==> src/rtl/scan_seq_pkg.sv <==
// Shared types and sizes for the address scan sequencer and its dwell timer.
package scan_seq_pkg;

   localparam int ADDR_W   = 3;
   localparam int NUM_ADDR = 8;
   localparam int DWELL_W  = 8;

   typedef logic [0:0] state_t;
   localparam state_t IDLE = 1'b0;
   localparam state_t RUN  = 1'b1;

   localparam logic [ADDR_W-1:0] LAST_ADDR = ADDR_W'(NUM_ADDR - 1);

endpackage

==> src/rtl/scan_sequencer_dwell_timer.sv <==
// Dwell counter: counts while enabled, pulses tc on the last cycle of each dwell period.
module dwell_timer
   import scan_seq_pkg::*;
#(
   parameter int DWELL_CYC = 10
) (
   input  logic clk,
   input  logic rst_n,
   input  logic clr,
   input  logic en,
   output logic tc
);

   localparam logic [DWELL_W-1:0] TC_VAL = DWELL_W'(DWELL_CYC - 1);

   logic [DWELL_W-1:0] count_reg;
   logic [DWELL_W-1:0] count_next;

   always_comb begin
      tc         = en && (count_reg == TC_VAL);
      count_next = count_reg;
      if (clr || tc) begin
         count_next = '0;
      end else if (en) begin
         count_next = count_reg + DWELL_W'(1);
      end
   end

   always_ff @(posedge clk or negedge rst_n) begin
      if (!rst_n) begin
         count_reg <= '0;
      end else begin
         count_reg <= count_next;
      end
   end

endmodule

==> src/rtl/scan_sequencer.sv <==
// Steps a 3-bit decoder select through 0..7, holding each address DWELL_CYC cycles.
// Define SCAN_SEQ_CHECK_EN to add the decoder feedback port z and the sticky err flag.
module scan_sequencer
   import scan_seq_pkg::*;
#(
   parameter int DWELL_CYC = 10
) (
   input  logic clk,
   input  logic rst_n,
   input  logic start,
   input  logic stop,
   input  logic continuous,
   output logic a2,
   output logic a1,
   output logic a0,
   output logic busy,
   output logic step,
   output logic done
`ifdef SCAN_SEQ_CHECK_EN
   ,
   input  logic [NUM_ADDR-1:0] z,
   output logic                err
`endif
);

   if (DWELL_CYC < 1 || DWELL_CYC > 255) begin : g_bad_dwell
      $error("scan_sequencer: DWELL_CYC must be in 1..255");
   end

   state_t              state_reg, state_next;
   logic [ADDR_W-1:0]   addr_reg, addr_next;
   logic                cont_reg, cont_next;
   logic                step_reg, step_next;
   logic                done_reg, done_next;
   logic                dwell_tc;
   logic                timer_clr;
   logic                timer_en;

   // Counter is held at zero outside RUN and on abort, so every scan starts a fresh dwell.
   assign timer_en  = (state_reg == RUN);
   assign timer_clr = (state_reg != RUN) || stop;

   dwell_timer #(
      .DWELL_CYC (DWELL_CYC)
   ) u_dwell (
      .clk   (clk),
      .rst_n (rst_n),
      .clr   (timer_clr),
      .en    (timer_en),
      .tc    (dwell_tc)
   );

`ifdef SCAN_SEQ_CHECK_EN
   logic                err_reg, err_next;
   logic [NUM_ADDR-1:0] z_mismatch;

   for (genvar gi = 0; gi < NUM_ADDR; gi++) begin : g_chk
      assign z_mismatch[gi] = z[gi] ^ (addr_reg == ADDR_W'(gi));
   end

   assign err = err_reg;
`endif

   always_comb begin
      state_next = state_reg;
      addr_next  = addr_reg;
      cont_next  = cont_reg;
      step_next  = 1'b0;
      done_next  = 1'b0;
`ifdef SCAN_SEQ_CHECK_EN
      err_next   = err_reg;
      if (state_reg == RUN && (|z_mismatch)) begin
         err_next = 1'b1;
      end
`endif
      if (state_reg == IDLE) begin
         if (start && !stop) begin
            state_next = RUN;
            addr_next  = '0;
            cont_next  = continuous;
`ifdef SCAN_SEQ_CHECK_EN
            err_next   = 1'b0;
`endif
         end
      end else begin
         // Abort takes priority over an advance landing in the same cycle.
         if (stop) begin
            state_next = IDLE;
            addr_next  = '0;
         end else if (dwell_tc) begin
            if (addr_reg != LAST_ADDR) begin
               addr_next = addr_reg + ADDR_W'(1);
               step_next = 1'b1;
            end else if (cont_reg) begin
               addr_next = '0;
               step_next = 1'b1;
            end else begin
               state_next = IDLE;
               addr_next  = '0;
               done_next  = 1'b1;
            end
         end
      end
   end

   always_ff @(posedge clk or negedge rst_n) begin
      if (!rst_n) begin
         state_reg <= IDLE;
         addr_reg  <= '0;
         cont_reg  <= 1'b0;
         step_reg  <= 1'b0;
         done_reg  <= 1'b0;
`ifdef SCAN_SEQ_CHECK_EN
         err_reg   <= 1'b0;
`endif
      end else begin
         state_reg <= state_next;
         addr_reg  <= addr_next;
         cont_reg  <= cont_next;
         step_reg  <= step_next;
         done_reg  <= done_next;
`ifdef SCAN_SEQ_CHECK_EN
         err_reg   <= err_next;
`endif
      end
   end

   assign {a2, a1, a0} = addr_reg;
   assign busy         = (state_reg == RUN);
   assign step         = step_reg;
   assign done         = done_reg;

endmodule

==> config.mk <==
export PLATFORM = sky130hd
export DESIGN_NAME = scan_sequencer
export DESIGN_NICKNAME = d
export VERILOG_FILES = /design/src/rtl/scan_seq_pkg.sv /design/src/rtl/scan_sequencer_dwell_timer.sv /design/src/rtl/scan_sequencer.sv
export SDC_FILE = /design/constraint.sdc
export NUM_CORES = 1
export LEC_CHECK = 0
export CAP_MARGIN = 25
export CORE_MARGIN = 2
export CORE_UTILIZATION = 51
export CTS_CLUSTER_DIAMETER = 50
export DETAILED_ROUTE_END_ITERATION = 10
export PLACE_DENSITY = 0.76
export SLEW_MARGIN = 20
export SYNTH_ARGS = -nofsm -noshare
export SYNTH_HDL_FRONTEND = slang
export SYNTH_HIERARCHICAL = 1
export SYNTH_SLANG_ARGS = --single-unit
export TNS_END_PERCENT = 10
==> constraint.sdc <==
create_clock -name clk -period 2.6 [get_ports clk]
set_clock_uncertainty 0.15 [all_clocks]
set_input_delay 0.52 -clock clk [delete_from_list [all_inputs] [get_ports clk]]
set_output_delay 0.52 -clock clk [all_outputs]
set_load 0.03 [all_outputs]
==> metrics.txt, run 1 <==
Num CTS Buffers 3; Buf/Inv on CP 1; routed via count 543; initial antenna violation count 0; CP delay by family, top buffers and inverters; Root Driver clkbuf_4; status completed; DIE AREA 1820 µm²; Filler cells ~110; VDD IR-drop max 0.000249 V; clock buffer depth 2; CP arrival 1.69 ns; Max-cap violations 0; PwrDens 453 nW/µm²; share of layout cells above drive strength 1 13.4%; critical path, cell by cell clkdlybuf4s50_1; Worst-Skew Late Latency around 0.28 ns; crit-path max cell delay 0.76 ns; f_max 424 MHz; vias per cell 5.60; Seq/Total Area, Yosys 49.3%; effective utilization at floorplan 56.3%; Detail Placement HPWL 1020 µm; multi-input logic area roughly 370 µm²; Req. time, crit path 1.93 ns; I/O Buffers 10; Mapped Area approximately 760 µm²; max FFs per register 8; Die Y 42.6 µm; Hold Path Cell Cnt 1; I/O Pins 11; WS Path Type reg2out; DRC Markers 0; Unique masters post-synth 30; post-synth net total 78; clock sink count 15; crit end category output port; initial drt markers 4; crit path max fanout 15; Max Slew Vio Count 0; H-tree level count 1; worst r2r src u_dwell/count_reg[1]$_DFFE_PN0P_; routed len/inst 14.1 µm; first-pass GRT wire length 2360 µm; Syn. warnings 6; register bit count reported by yosys 15; RSZ-0062 raised after global routing false; synthesis-to-finish area growth 18.6%; Core Util, Final 66.8%; Worst-Margin Slew 0.652 ns; ANT cells 0; relative slew slack a little under three fifths; R2R setup slack just under 0.3 ns; drt pass-1 iters 3; final WL between 1000 and 1500 µm; final setup fails 0; Tmin final ~2.4 ns; Final nets 92; Worst Hold Class reg2reg; hold_buf cts 0; hold path start cont_reg$_DFFE_PN0P_; Slowest-stage cell, CP clkdlybuf4s50_1; post-CTS setup buffer count 0; crit path launch type flop; Fin Setup TNS 0 ns; GRT Residual Overflow 0; crit share post-route 90.7%; final hold violation count 0; Reg2Reg Capture Point addr_reg[0]$_DFFE_PN0P_; Final ANT Viol Nets 0; Die Wd 42.6 µm; Total GRT Usage 17.4%; # resized after CTS 0; number of global-route vias before repair approximately 530; RePlAce Congestion 0.737; synthesized instance count 69; WHS Endpoint cont_reg$_DFFE_PN0P_; R2R depth 7; Mapped Avg Cell Area roughly 11 µm²; Clock Pin Slew Worst Setup and Hold Paths around 0.090 ns; CTS tree yes; largest net degree at the start of global routing 16; CORE AREA 1350 µm²; row count 13; leakage approximately 0.38 nW; Storage cell area 375 µm²
## logic make-up after synthesis
logic type / share of synthesized area [%]
AOI/OAI and AO/OA: 13.0
xor gates and xnor gates: 4.61
adders and majority gates: 6.58
buffers and inverters: 2.14
DFF: 49.3
muxes: 3.45
and+or+nand+nor: 20.9
## through the flow
stage	area [µm²]	power [W]	std cells	setup WS (ns)	hold slack (ns)
4_1_cts	902	0.000414	97	0.233	0.364
5_1_grt	902	0.000429	97	0.137	0.395
3_3_place_gp	875	0.000283	93	0.408	0.333
3_5_place_dp	875	0.000284	93	0.315	0.342
2_1_floorplan	761	0.000268	69	0.470	0.0744
6_report	902	0.000408	97	0.242	0.359
## metal layers
metal  global-route usage [%]  vias up  share of wire (%)
met5                        0        -                  0
met4                     7.50        0               0.88
met3                     3.02        2                2.6
met2                     26.1        7                 45
met1                     24.3      261                 51
li1                         -      273                  -
## power by group
group          leakage (nW)  internal [W]   total, W  switching, W
Sequential            0.206      0.000238   0.000245    0.00000704
Combinational         0.158     0.0000178  0.0000339     0.0000162
Clock                0.0177     0.0000570   0.000129     0.0000724
Total                 0.381      0.000313   0.000408     0.0000956
## synthesized netlist by cell type (all sizes together)
cell type	count	area, µm²
o22ai	1	6.26
o31ai	1	7.51
or4b	1	13.8
o21ai	2	10.0
or2b	1	8.76
nand2	6	22.5
nor2	9	33.8
a211oi	1	7.51
o2bb2ai	1	8.76
nor3b	1	12.5
nand4	3	18.8
or4	1	7.51
nand3b	1	7.51
and2b	1	7.51
buf	1	5.00
or3	2	13.8
mux2	2	26.3
a21oi	3	15.0
ha	4	50.1
o21a	1	7.51
dfrtp	15	375
o41ai	1	27.5
nor4	1	6.26
xor2	3	26.3
inv	3	11.3
a22o	1	8.76
nand2b	1	6.26
xnor2	1	8.76
## worst max path at each step
stage	from	to	slack [ns]	cells past startpoint
6_report	busy$_DFF_PN0_	busy	0.24	1
5_1_grt	u_dwell/count_reg[1]$_DFFE_PN0P_	addr_reg[0]$_DFFE_PN0P_	0.14	7
4_1_cts	busy$_DFF_PN0_	busy	0.23	1
3_5_place_dp	u_dwell/count_reg[1]$_DFFE_PN0P_	addr_reg[0]$_DFFE_PN0P_	0.32	7
3_3_place_gp	u_dwell/count_reg[1]$_DFFE_PN0P_	addr_reg[0]$_DFFE_PN0P_	0.41	7
2_1_floorplan	u_dwell/count_reg[1]$_DFFE_PN0P_	addr_reg[0]$_DFFE_PN0P_	0.47	7
## area by class of cell
cell class	instances	share of cell area, %
Inverter	3	1.25
Timing Repair Buffer	10	11.1
Clock inverter	1	0.555
Multi-Input combinational cell	50	40.9
Tap cell	15	2.08
Sequential cell	15	41.6
Clock buffer	3	2.50
## placed cells by master, fill, tap and decap left out, drive strengths merged
master,instances
or3,2
mux2,2
o21a,1
nand4,3
clkbuf,3
a21oi,3
or4b,1
o31ai,1
o2bb2ai,1
o21ai,2
xnor2,1
nand2b,1
a22o,1
nor3b,1
nor4,1
o41ai,1
dfrtp,15
ha,4
xor2,3
and2b,1
o22ai,1
clkdlybuf4s50,10
a211oi,1
inv,3
or2b,1
clkinv,1
nand2,6
nor2,9
or4,1
nand3b,1
Power figures use the tool's default switching activity.
==> run 2: changes to the inputs <==
--- a/config.mk
+++ b/config.mk
@@ -5,7 +5,6 @@
 export SDC_FILE = /design/constraint.sdc
 export NUM_CORES = 1
 export LEC_CHECK = 0
-export CAP_MARGIN = 25
 export CORE_MARGIN = 2
 export CORE_UTILIZATION = 51
 export CTS_CLUSTER_DIAMETER = 50
==> results of run 2 <==
No change in the layout: final DEF, timing and power equal those of run 1.
==> run 3: changes to the inputs <==
--- a/config.mk
+++ b/config.mk
@@ -8,6 +8,7 @@
 export CORE_MARGIN = 2
 export CORE_UTILIZATION = 51
 export CTS_CLUSTER_DIAMETER = 50
+export CTS_CLUSTER_SIZE = 14
 export DETAILED_ROUTE_END_ITERATION = 10
 export PLACE_DENSITY = 0.76
 export SLEW_MARGIN = 20
@@ -15,4 +16,4 @@
 export SYNTH_HDL_FRONTEND = slang
 export SYNTH_HIERARCHICAL = 1
 export SYNTH_SLANG_ARGS = --single-unit
-export TNS_END_PERCENT = 10
+export TNS_END_PERCENT = 5
==> results of run 3 <==
No change in the layout: final DEF, timing and power equal those of run 1.
